### src/rtl/demux_32b_1b2_buf.sv
// -----------------------------------------------------------------------------
// demux_32b_1b2_buf
// Routes each accepted input word into one of two independent 2-entry FIFO
// queues. The queue is selected by s. Each queue has its own ready/valid
// consumer handshake.
//
// Ports
//   clk          : single clock, rising-edge state updates
//   rst_n        : asynchronous active-low reset (clears counts, pointers, storage)
//   s            : destination select for data_in (0 -> queue 0, 1 -> queue 1)
//   data_in      : input word
//   in_valid     : data_in / s are valid this cycle
//   in_ready     : selected queue is not full (combinational on s)
//   data_out_0/1 : head word of queue 0/1, forced to 0 while the queue is empty
//   out_valid_0/1: queue 0/1 is non-empty
//   out_ready_0/1: consumer 0/1 takes the head word
//   count_0/1    : occupancy of queue 0/1 (0..2)
// -----------------------------------------------------------------------------
module demux_32b_1b2_buf #(
   parameter int WIDTH = 32,
   parameter int DEPTH = 2
) (
   input  logic             clk,
   input  logic             rst_n,
   input  logic             s,
   input  logic [WIDTH-1:0] data_in,
   input  logic             in_valid,
   output logic             in_ready,
   output logic [WIDTH-1:0] data_out_0,
   output logic [WIDTH-1:0] data_out_1,
   output logic             out_valid_0,
   output logic             out_valid_1,
   input  logic             out_ready_0,
   input  logic             out_ready_1,
   output logic [1:0]       count_0,
   output logic [1:0]       count_1
);

   // Storage is addressed by 1-bit pointers, so only DEPTH == 2 is supported.
   localparam logic [1:0] FULL = 2'(DEPTH);

   logic [WIDTH-1:0] mem_q    [2][2];
   logic [1:0]       cnt_q    [2];
   logic [1:0]       cnt_d    [2];
   logic             wr_ptr_q [2];
   logic             wr_ptr_d [2];
   logic             rd_ptr_q [2];
   logic             rd_ptr_d [2];
   logic [1:0]       push;
   logic [1:0]       pop;
   logic [1:0]       ready_ch;
   logic             pop_req [2];

   assign pop_req[0] = out_ready_0;
   assign pop_req[1] = out_ready_1;

   // Per-queue not-full. in_ready looks only at the queue that s selects.
   // A full queue therefore never stalls words aimed at the other queue.
   assign ready_ch[0] = (cnt_q[0] != FULL);
   assign ready_ch[1] = (cnt_q[1] != FULL);
   assign in_ready    = s ? ready_ch[1] : ready_ch[0];

   always_comb begin
      push = '0;
      pop  = '0;
      for (int c = 0; c < 2; c++) begin
         cnt_d[c]    = cnt_q[c];
         wr_ptr_d[c] = wr_ptr_q[c];
         rd_ptr_d[c] = rd_ptr_q[c];
      end

      push[0] = in_valid && ready_ch[0] && !s;
      push[1] = in_valid && ready_ch[1] &&  s;

      for (int c = 0; c < 2; c++) begin
         // Popping an empty queue is ignored.
         pop[c]      = pop_req[c] && (cnt_q[c] != 2'd0);
         wr_ptr_d[c] = wr_ptr_q[c] ^ push[c];
         rd_ptr_d[c] = rd_ptr_q[c] ^ pop[c];
         // A simultaneous push and pop leaves the occupancy unchanged.
         case ({push[c], pop[c]})
            2'b10:   cnt_d[c] = cnt_q[c] + 2'd1;
            2'b01:   cnt_d[c] = cnt_q[c] - 2'd1;
            default: cnt_d[c] = cnt_q[c];
         endcase
      end
   end

   always_ff @(posedge clk or negedge rst_n) begin
      if (!rst_n) begin
         for (int c = 0; c < 2; c++) begin
            cnt_q[c]    <= 2'd0;
            wr_ptr_q[c] <= 1'b0;
            rd_ptr_q[c] <= 1'b0;
            mem_q[c][0] <= '0;
            mem_q[c][1] <= '0;
         end
      end else begin
         for (int c = 0; c < 2; c++) begin
            cnt_q[c]    <= cnt_d[c];
            wr_ptr_q[c] <= wr_ptr_d[c];
            rd_ptr_q[c] <= rd_ptr_d[c];
            if (push[c]) begin
               mem_q[c][wr_ptr_q[c]] <= data_in;
            end
         end
      end
   end

   // Outputs come only from registers. A popped slot keeps its old contents,
   // so the head is gated to 0 whenever the queue is empty.
   assign count_0     = cnt_q[0];
   assign count_1     = cnt_q[1];
   assign out_valid_0 = (cnt_q[0] != 2'd0);
   assign out_valid_1 = (cnt_q[1] != 2'd0);
   assign data_out_0  = out_valid_0 ? mem_q[0][rd_ptr_q[0]] : '0;
   assign data_out_1  = out_valid_1 ? mem_q[1][rd_ptr_q[1]] : '0;

endmodule
### config.mk
export PLATFORM = sky130hd
export DESIGN_NAME = demux_32b_1b2_buf
export DESIGN_NICKNAME = d
export VERILOG_FILES = /design/src/rtl/demux_32b_1b2_buf.sv
export SDC_FILE = /design/constraint.sdc
export NUM_CORES = 1
export LEC_CHECK = 0
export ABC_AREA = 1
export CORE_ASPECT_RATIO = 1.4
export CORE_MARGIN = 2
export CORE_UTILIZATION = 25
export DETAILED_ROUTE_END_ITERATION = 10
export SYNTH_ARGS = -nofsm -noshare
export SYNTH_HDL_FRONTEND = slang
export SYNTH_SLANG_ARGS = --single-unit
### constraint.sdc
create_clock -name clk -period 1.4 [get_ports clk]
set_input_delay 0.28 -clock clk [delete_from_list [all_inputs] [get_ports clk]]
set_output_delay 0.28 -clock clk [all_outputs]
set_load 0.02 [all_outputs]
; ---- Yosys cells after proc, flatten, opt, wreduce, memory -nomap -nowiden
; Index checks and enable logic that the tools add are counted.
[totals]
latchBits = 0
inputBits = 38
mem_bits_rw = 0
rom_bits = 0
memories = 0
wordCells = 64
reg_bits = 136
output_inout_bits = 71
[op_classes]
n_addsub = 4
n_bitwise = 8
n_div = 0
magnitude_cmp = 6
n_mul = 0
reduce_logical = 13
shift = 0
mux = 17
n_eq_ne = 6
[ops]
columns = cell, count
row1 = 2-to-1 mux 32 bit, 10
row2 = bitwise mux 64 bit, 2
row3 = demux 32 bit (select 1 bit), 2
row4 = "greater-or-equal comparator 2 bit, second input constant", 4
row5 = logical AND 1 bit, 8
row6 = NOT 1 -> 2 bit, 4
row7 = one-hot mux 2 bit (2 select lines), 2
row8 = nonzero test 2 bit, 4
row9 = "adder 2 x 1 -> 2 bit, second input constant", 2
row10 = "equality test 2 x 1 -> 1 bit, second input constant", 2
row11 = "equality test 2 bit, second input constant", 2
row12 = "less-than comparator 2 x 1 -> 1 bit, second input constant", 2
row13 = "inequality test 2 bit, second input constant", 2
row14 = "subtractor 2 x 1 -> 2 bit, second input constant", 2
row15 = XOR 1 bit, 4
row16 = logical NOT 1 bit, 1
row17 = 2-to-1 mux 1 bit, 1

; ---- Depth between registers and ports, before layout
; Gate-level depths: netlist (run 1).
[depth]
depth_word = 6
ltp_mapped = 11
mapped_depth_nobuf = 11

; ---- Least setup slack after synthesis (run 1)
; Ideal clock, no wire load.
[synth_path]
path_kind = flip-flop to flip-flop
start = reg cnt_q, in the netlist count_0[0]
end = reg cnt_q, in the netlist count_0[1]
required_ns = 1.282
arrival_ns = 1.422
stages_incl_launch_ff = 11
setup_time_ns = 0.118
setup_slack_ns = -0.140
period_less_slack_ns = 1.540
n_path_buf = 0
cell_sequence = dfrtp_1 inv_2 nand2_1 nand2_1 nor2_2 inv_1 ha_1 inv_1 nand3_1 nand2_1 nand2_1
[synth_between]
elab_chain_len = 5
word_cells_on_any_way = 11
classes_between = add/sub: 2 / eq/ne: 3 / mux: 1 / reduce/logical: 5
[synth_lines]
columns = element, line
row1 = "start, declared", 43  ; logic [1:0] cnt_q [2];
row2 = "start signal, assigned by index", 100  ; cnt_q[c] <= cnt_d[c];
row3 = inequality test 2 bit, 59  ; assign ready_ch[0] = (cnt_q[0] != FULL);
row4 = logical AND 1 bit (2 in series), 72  ; push[0] = in_valid && ready_ch[0] && !s;
row5 = equality test 2 x 1 -> 1 bit / equality test 2 bit (equally long branches), 81  ; case ({push[c], pop[c]})
row6 = one-hot mux 2 bit (2 select lines) / nonzero test 2 bit (equally long branches), --
; Parallel ways exist; a longest one is shown, timed or not.
; A chain may end at the register's enable or synchronous reset.

; ---- Worst setup path in the final report (run 1)
[layout_path]
start = reg cnt_q, in the netlist count_0[1]
end = out data_out_0[28]
[layout_between]
elab_chain_len = 2
[layout_lines]
columns = element, line
row1 = nonzero test 2 bit, 114  ; assign out_valid_0 = (cnt_q[0] != 2'd0);
row2 = 2-to-1 mux 32 bit, 116  ; assign data_out_0 = out_valid_0 ? mem_q[0][rd_ptr_q[0]] : '0;
row3 = "end, declared", 29  ; output logic [WIDTH-1:0] data_out_0,
; Every way passes these cells.

==> impl_metrics.ini, run 1 <==
[setup_path]
r2r_cells = 10
path_common_cell = sky130_fd_sc_hd__buf_6
cp_data_arrival_time_ns = 1.59
crit_required_ns = 1.12
regToRegStartpoint = count_1[1]
timing.critical_path.buf_inv = 3
cp_cell_sequence = nor2_4 -> buf_6 -> buf_12 -> a21oi_4 -> buf_6
setup.worst_path.end_class = output pin
critPathSlowestCell = sky130_fd_sc_hd__dfrtp_2
cp-start-kind = register
critPathMaxStageDelay_ns = 0.43
crit_path_max_fanout = 6
regToRegSetupSlack_ns = -0.34
timing.rr.end = mem_q[8]
timing_worst_setup_path_type = register to output pin
worst_path_dominant_cell_family = buffers and inverters

[global_route]
grt-busiest-layer = met2
global_route.usage.met2_pct = 25.7
met1_grt_util_pct = 19.2
grt_util_all_layers_pct = 15.1
antenna_found_initial = 0
first_pass_grt_wire_length_microns = 31900
pin_count_of_the_biggest_net_entering_global_routing = 46
globalRoute.totalOverflow = 0
grt_use_met3_pct = 2.55
grt_pass1_vias = 5627

[pwr]
power.switching_fraction_pct = 42.3
share_comb_of_total_power_pct = 59.9
pwr-share-clk_pct = 15.8
intPower_mw = 17.0
power.net_switching_mw = 12.5
p_leak_nw = 5.28
power_density_nw_per_um2 = 2560
ir_worst_vdd_uv = 1180
power.share.sequential_pct = 24.3
finalPower_mw = 29.4

[floorplan]
fp-row-count = 70
design.core.area_sq_um = 26200
ioPinCount = 109
fp.dieW_microns = 142
die_area_sq_um = 28000
die_height_microns = 197
initial_utilization_pct = 25.5

[detailed_routing]
via_count = 6047
antenna_violating_nets_post_route = 0
detailedRoute.firstIterationViolations = 263
route.detailed.vias_per_inst = 4.49
drtPass1Iterations = 4
drt_wl_total_microns = 24400
drc = 0
drt-wirelength-per-cell_microns = 18.1

[final_layout]
instances_no_fill = 1346
final_layout_size_suffix_gt1_share_pct = 44.9
area_growth_syn_to_layout_pct = 72.0
nets = 1053
antennaDiodeCount = 0

[timing]
postLayoutSetupSlackWorst_ns = -0.473
tightestPinTransition_ns = 0.399
final_cycle_utilization_of_the_critical_path_pct = 134
finalCriticalPeriod_ns = 1.87
timing_hold_violations_final = 0
max_slew_margin_pct = 73.3
skew_ns = 0.00792
maxSlewViolCount = 0
setup-violations-final = 203
rsz0062_at_grt = true
clock.fmax_mhz = 534

[synthesis]
synth_nets = 863
ys.flop_type = sky130_fd_sc_hd__dfrtp_1
synth_warn = 0
netlist_instances = 819
synth_enable_flop_cells = 0
ys_seq_elements = 136
post_synth_instance_area_sq_um = 6680
async_reset_ff_share_pct = 100
synth_area_per_cell_sq_um = 8.15
yosys.cell_types.count = 18
synth-seq-area-share_pct = 51.0

[status]
violations = setup timing
outcome = complete, but fails checks

[clocking]
cts-root-buf = sky130_fd_sc_hd__clkbuf_16
clock-sinks = 136
tritoncts.num_buffers = 17
cts_max_path_buffers = 2
tritoncts_clock_tree = yes
insertion_delay_ns = 0.43
worst_setup_hold_path_clk_slew_ns = 0.06
h-tree-depth = 4

[place]
finalWeightedCongestion = 0.758
dp_slack_ns = -0.534
detailed_place_hpwl_microns = 12600
post-place-cells = 1243
numPortBuffers = 108

[flow_run]
maxCapViolations = 0

[min_path]
hold_class = primary input to asynchronous set/reset pin
[registers in the layout, summed over array words and instances (netlist names)]
register	cells
wr_ptr_q	2
rd_ptr_q	2
count_0	2
mem_q	128
count_1	2
[metal layers]
layer | vias to the layer above | routed length (microns)
met5 | - | 0
met4 | 0 | 536
met3 | 33 | 876
met2 | 149 | 12800
met1 | 2970 | 10200
li1 | 2895 | -
[placed cells by master (no fill, tap or decap), drive strengths merged]
cell type	count
inv	159
clkbuf	39
ha	6
nand4	2
buf	160
clkinv	2
nor2	6
a21oi	64
dfrtp	136
xnor2	2
clkinvlp	2
nand3	2
bufinv	2
nand2	273
dlygate4sd3	1
clkdlybuf4s50	36
o21ai	130
[power by group through the flow]
stage | logic, mW | clock network (mW) | registers, mW
6_report | 17.6 | 4.66 | 7.15
5_1_grt | 18.8 | 4.93 | 7.38
4_1_cts | 14.9 | 4.74 | 7.08
3_5_place_dp | 12.0 | 0 | 7.03
3_3_place_gp | 11.9 | 0 | 6.98
2_1_floorplan | 7.07 | 0 | 6.81
[layout make-up]
class | count | area (sq um)
Timing Repair Buffer | 219 | 3060
Sequential cell | 136 | 3410
Tap cell | 324 | 405
Fill cell | 2459 | 14700
Clock buffer | 17 | 425
Inverter | 150 | 581
Clock inverter | 15 | 176
Multi-Input combinational cell | 485 | 3420
[cells by family (layout without fill, tap and decap cells)]
family	Yosys count	after routing	synth area share, %
and+or+nand+nor	283	283	16.4
buffers and inverters	198	401	13.4
xor gates and xnor gates	2	2	0.262
adders and majority gates	6	6	1.12
AOI/OAI and AO/OA	194	194	17.8
DFF	136	136	51.0
[worst max path at each step]
stage                           endpoint        start  cells past startpoint
after floorplan                mem_q[44]   count_1[0]                      9
after global placement    data_out_1[22]  rd_ptr_q[0]                      5
after detailed placement  data_out_1[22]  rd_ptr_q[0]                      5
after CTS                 data_out_1[12]  rd_ptr_q[0]                      6
after global routing      data_out_1[14]  rd_ptr_q[0]                      5
final                     data_out_0[28]   count_0[1]                      5
[synthesized netlist by cell type, types with 4 or more instances]
| master | n | area (sq um) |
|---|---|---|
| sky130_fd_sc_hd__nand2_1 | 273 | 1020 |
| sky130_fd_sc_hd__o21ai_0 | 130 | 651 |
| sky130_fd_sc_hd__a21oi_2 | 58 | 508 |
| sky130_fd_sc_hd__nor2_2 | 4 | 25.0 |
| sky130_fd_sc_hd__inv_1 | 144 | 541 |
| sky130_fd_sc_hd__ha_1 | 6 | 75.1 |
| sky130_fd_sc_hd__buf_2 | 20 | 100 |
| sky130_fd_sc_hd__clkbuf_2 | 8 | 40.0 |
| sky130_fd_sc_hd__inv_2 | 4 | 15.0 |
| sky130_fd_sc_hd__buf_4 | 10 | 75.1 |
| sky130_fd_sc_hd__dfrtp_1 | 136 | 3400 |
| sky130_fd_sc_hd__a21oi_1 | 6 | 30.0 |
| sky130_fd_sc_hd__buf_6 | 10 | 113 |
[per-stage QoR]
step	TNS (ns)	util (%)	hold WS, ns	instance area (sq um)
2_1_floorplan	-3.26	-	-0.0156	6750
3_3_place_gp	-73.78	32.0	0.196	8390
3_5_place_dp	-78.67	32.0	0.200	8390
4_1_cts	-50.10	37.9	0.305	9930
5_1_grt	-74.08	43.8	0.333	11500
6_report	-60.40	43.8	0.305	11500
[repair_timing]
action,in CTS,in global routing
pin swaps,18,37
endpoints found under the setup margin,203,203
resized for setup,500,341
hold endpoints to repair,28,0
buffers inserted,18,17
hold buffers,1,0
cloned,13,29
No activity file was read; power rests on OpenSTA's default activity.
==> run 2: changes to the inputs <==
- CORE_MARGIN: 2 -> 5
==> run 2 against run 1 <==
Via count increased by 2.7%; critical endpoint is now data_out_0[22]; non-clock buffer count is 11 higher; the run still ends with setup timing left; die area rose by 7.4%; worst hold slack gained 0.033 ns; cell count grew 0.89%; first-iteration DRC count is 16% lower; clock-buffer cell count rose by 1.
==> impl_metrics.ini, run 2 (synthesized netlist as in run 1, its figures left out) <==
[setup_path]
cp_data_arrival_time_ns = 1.59
crit_path_max_fanout = 7
critPathSlowestCell = sky130_fd_sc_hd__dfrtp_2
cp_cell_sequence = nor2_4 -> buf_12 -> buf_12 -> buf_6 -> a21oi_4 -> buf_6
timing_worst_setup_path_type = register to output pin
setup.worst_path.end_class = output pin
r2r_cells = 11
critPathMaxStageDelay_ns = 0.43
crit_required_ns = 1.12
cp-start-kind = register

[clocking]
h-tree-depth = 4
insertion_delay_ns = 0.43
clock-sinks = 136
cts_max_path_buffers = 2
cts-root-buf = sky130_fd_sc_hd__clkbuf_16
tritoncts.num_buffers = 17
worst_setup_hold_path_clk_slew_ns = 0.06
tritoncts_clock_tree = yes

[floorplan]
die_height_microns = 203
ioPinCount = 109
fp-row-count = 70
design.core.area_sq_um = 26300
die_area_sq_um = 30100
fp.dieW_microns = 148
initial_utilization_pct = 25.4

[pwr]
power_density_nw_per_um2 = 2500
ir_worst_vdd_uv = 1260
p_leak_nw = 5.56

[timing]
tightestPinTransition_ns = 0.458
rsz0062_at_grt = true
max_slew_margin_pct = 69.4
final_cycle_utilization_of_the_critical_path_pct = 133
postLayoutSetupSlackWorst_ns = -0.468
finalCriticalPeriod_ns = 1.87
setup-violations-final = 203
skew_ns = 0.0156
maxSlewViolCount = 0
clock.fmax_mhz = 535
timing_hold_violations_final = 0

[place]
numPortBuffers = 108
finalWeightedCongestion = 0.744
dp_slack_ns = -0.461
detailed_place_hpwl_microns = 13200
dpl_cell_area_sq_um = 8410
post-place-cells = 1247

[global_route]
pin_count_of_the_biggest_net_entering_global_routing = 41
globalRoute.totalOverflow = 0
grt_util_all_layers_pct = 13.7
first_pass_grt_wire_length_microns = 31900
antenna_found_initial = 1
grt_pass1_vias = 5731

[detailed_routing]
detailedRoute.firstIterationViolations = 222
drt-wirelength-per-cell_microns = 18.7
antenna_violating_nets_post_route = 0
drtPass1Iterations = 4
drc = 0
via_count = 6209
drt_wl_total_microns = 25500
route.detailed.vias_per_inst = 4.57

[final_layout]
instances_no_fill = 1358
final_layout_size_suffix_gt1_share_pct = 51.7
area_growth_syn_to_layout_pct = 77.0
nets = 1064
final_core_utilization_pct = 45.0
largest_reg_flops = 128
registers.top_by_ff_count = mem_q
final_area_sq_um = 11800
final_cell_mix = sky130_fd_sc_hd__inv_1, sky130_fd_sc_hd__dfrtp_1, sky130_fd_sc_hd__nand2_1
layout.cells.most_common = sky130_fd_sc_hd__inv_1

[min_path]
hold_class = primary input to asynchronous set/reset pin

[status]
outcome = complete, but fails checks
violations = setup timing

[flow_run]
maxCapViolations = 0
==> run 2: final cells by class <==
cell class                      instances  area [sq um]
Sequential cell                       136          3410
Timing Repair Buffer                  230          3150
Antenna cell                            1          2.50
Fill cell                            2439         14500
Tap cell                              324           405
Clock buffer                           18           429
Clock inverter                         14           161
Inverter                              150           581
Multi-Input combinational cell        485          3680
==> run 2: final timing paths <==
kind | startpoint | end | slack (ns)
setup / recovery | count_0[1] | data_out_0[22] | -0.47
hold / removal | rst_n | mem_q[56] | 0.34
setup reg to reg | count_0[1] | count_0[1] | -0.34
hold reg to reg | mem_q[11] | mem_q[11] | 0.51
max in group asynchronous | rst_n | mem_q[19] | 0.48
min in group clk | mem_q[11] | mem_q[11] | 0.51
==> run 2: timing repair <==
action	in CTS	in global routing
setup buffers	26	23
hold endpoints to repair	34	0
gates resized for setup	450	444
setup endpoints to repair	203	205
hold buffers	1	0
cloned	11	28
pin swaps	10	53
==> run 2: report_power, final <==
| group | internal, mW | switching, mW | total [mW] |
|---|---|---|---|
| clock | 2.66 | 1.89 | 4.56 |
| sequential | 5.88 | 1.24 | 7.12 |
| combinational | 8.54 | 9.34 | 17.9 |
| total | 17.1 | 12.5 | 29.6 |
==> run 2: critical path: cells and delay by family, from the launching register on <==
family / cells / cell delay, ns
buffers and inverters: 4 / 0.53
AOI/OAI and AO/OA: 1 / 0.04
and+or+nand+nor: 1 / 0.17
DFF: 1 / 0.43
==> run 2: routing by layer <==
metal / routed length [microns] / global-route usage (%) / share of wire (%) / up-vias
li1: - / - / - / 2933
met1: 10100 / 17.4 / 40 / 3077
met2: 13300 / 23.1 / 52 / 154
met3: 1210 / 2.51 / 4.8 / 45
met4: 794 / 4.99 / 3.1 / 0
met5: 0 / 0 / 0 / -
==> run 2: metrics by stage <==
stage               power (mW)  hold slack [ns]  TNS, ns
finish                    29.6            0.338   -56.57
global route              31.2            0.376   -68.25
CTS                       25.5            0.342   -54.64
detailed placement        19.2            0.227   -72.89
global placement          18.9            0.222   -68.94
floorplan                 13.9          -0.0156    -3.26
==> run 3: changes to the inputs <==
- CELL_PAD_IN_SITES_DETAIL_PLACEMENT: default -> 1
- CELL_PAD_IN_SITES_GLOBAL_PLACEMENT: default -> 2
- PLACE_DENSITY_LB_ADDON: default -> 0.1
==> run 3 against run 2 <==
The run still ends with setup timing left; worst setup slack improved by 0.012 ns; non-clock buffer count is 8 higher; clock skew shrank 0.0034 ns; combinational power is 8% higher; wire length rose by 12%; cell count up 0.52%; critical endpoint is now data_out_0[15]; largest power group unchanged.
==> impl_metrics.ini, run 3 (synthesized netlist as in run 1, its figures left out) <==
[floorplan]
die_area_sq_um = 30100
fp.dieW_microns = 148
initial_utilization_pct = 25.4
die_height_microns = 203
fp-row-count = 70
ioPinCount = 109
design.core.area_sq_um = 26300

[global_route]
grt_pass1_vias = 6864
antenna_found_initial = 0
globalRoute.totalOverflow = 0
first_pass_grt_wire_length_microns = 40000
pin_count_of_the_biggest_net_entering_global_routing = 38
grt_util_all_layers_pct = 17.4

[setup_path]
critPathSlowestCell = sky130_fd_sc_hd__dfrtp_2
timing.rr.end = mem_q[3]
cp_cell_sequence = clkinv_8 -> buf_12 -> nand2_4 -> a21oi_4 -> buf_6
setup.worst_path.end = data_out_0[15]
crit_path_max_fanout = 7
cp_data_arrival_time_ns = 1.58
cp-start-kind = register
regToRegStartpoint = count_1[1]
critPathMaxStageDelay_ns = 0.48
crit_start = rd_ptr_q[1]
r2r_cells = 11
crit_required_ns = 1.12
timing_worst_setup_path_type = register to output pin
setup.worst_path.end_class = output pin
regToRegSetupSlack_ns = -0.43

[clocking]
tritoncts.num_buffers = 17
clock-sinks = 136
h-tree-depth = 4
insertion_delay_ns = 0.43
cts-root-buf = sky130_fd_sc_hd__clkbuf_16
tritoncts_clock_tree = yes
cts_max_path_buffers = 2
worst_setup_hold_path_clk_slew_ns = 0.06

[detailed_routing]
via_count = 6276
detailedRoute.firstIterationViolations = 188
route.detailed.vias_per_inst = 4.60
drtPass1Iterations = 4
drt_wl_total_microns = 28500
drt-wirelength-per-cell_microns = 20.9
antenna_violating_nets_post_route = 0
drc = 0

[pwr]
p_leak_nw = 5.62
intPower_mw = 17.8
power.switching_fraction_pct = 42.7
finalPower_mw = 31.0
share_comb_of_total_power_pct = 62.4
ir_worst_vdd_uv = 1240
pwr-share-clk_pct = 14.0
power_density_nw_per_um2 = 2560
power.share.sequential_pct = 23.7
power.net_switching_mw = 13.2

[status]
outcome = complete, but fails checks
violations = setup timing

[final_layout]
final_layout_size_suffix_gt1_share_pct = 51.1
area_growth_syn_to_layout_pct = 81.5
antennaDiodeCount = 0
final_core_utilization_pct = 46.1
final_cell_mix = sky130_fd_sc_hd__inv_1, sky130_fd_sc_hd__dfrtp_1, sky130_fd_sc_hd__nand2_1
largest_reg_flops = 128
registers.top_by_ff_count = mem_q
nets = 1072
instances_no_fill = 1365
layout.cells.most_common = sky130_fd_sc_hd__inv_1

[timing]
tightestPinTransition_ns = 0.468
postLayoutSetupSlackWorst_ns = -0.456
clock.fmax_mhz = 539
skew_ns = 0.0122
final_cycle_utilization_of_the_critical_path_pct = 133
timing_hold_violations_final = 0
setup-violations-final = 203
finalCriticalPeriod_ns = 1.86
max_slew_margin_pct = 68.7
rsz0062_at_grt = true
maxSlewViolCount = 0

[min_path]
hold_class = primary input to asynchronous set/reset pin

[place]
finalWeightedCongestion = 0.727
numPortBuffers = 108
detailed_place_hpwl_microns = 14900
dp_slack_ns = -0.481
post-place-cells = 1245

[flow_run]
maxCapViolations = 0
[run 3: changes by cell type in the layout (fill, tap and decap cells not counted), sizes merged, moves of 2 or more]
cell and change:
buf +16, clkinv +3, clkinvlp -2, inv -6
[run 3: final cells by class]
class	count	area, sq um
multi-input cells	485	3780
well taps	324	405
clock buffers	24	482
fillers	2830	14200
clock inverters	8	71.3
repair buffers	238	3380
flip-flops and latches	136	3410
inverters	150	586
[run 3: metal layers]
layer  vias to the layer above  wire, microns  track usage [%]
li1                       2937              -                -
met1                      3191          11700             21.0
met2                       108          15400             31.8
met3                        40            882             3.49
met4                         0            563             4.23
met5                         -              0                0
[run 3: per-stage QoR]
step,hold slack (ns),setup TNS [ns],instance area [sq um]
floorplan,-0.0156,-3.26,6750
detailed placement,0.241,-75.20,8490
global route,0.369,-77.66,12100
CTS,0.349,-59.44,10700
finish,0.344,-66.17,12100
global placement,0.240,-71.38,8490
[run 3: timing repair]
| action | in CTS | in global routing |
|---|---|---|
| hold buffers | 1 | 0 |
| endpoints found under the setup margin | 203 | 204 |
| buffers inserted | 40 | 17 |
| pin swaps | 27 | 50 |
| hold endpoints to repair | 32 | 0 |
| resized for setup | 619 | 351 |
| cloned | 25 | 19 |
[run 3: worst min-delay path by stage]
stage	startpoint	to	slack (ns)	cells past startpoint
3_5_place_dp	rst_n	mem_q[4]	0.24	1
3_3_place_gp	rst_n	mem_q[96]	0.24	1
4_1_cts	rst_n	mem_q[4]	0.35	2
5_1_grt	rst_n	mem_q[96]	0.37	2
6_report	rst_n	mem_q[96]	0.34	2
2_1_floorplan	rst_n	count_0[0]	-0.02	0
[run 3: worst max-delay path, delay by kind of cell, from the launching register on]
family / cells / cell delay, ns
AO/OA/AOI/OAI: 1 / 0.20
buffers and inverters: 3 / 0.40
flip-flops: 1 / 0.48
AND/OR/NAND/NOR: 1 / 0.05
[run 3: power by group through the flow]
stage / Clock (mW) / Combinational [mW] / Sequential [mW]
CTS: 4.46 / 16.3 / 7.15
detailed placement: 0 / 12.6 / 7.05
global route: 4.63 / 20.5 / 7.58
global placement: 0 / 12.3 / 6.96
finish: 4.33 / 19.3 / 7.35
floorplan: 0 / 7.07 / 6.81
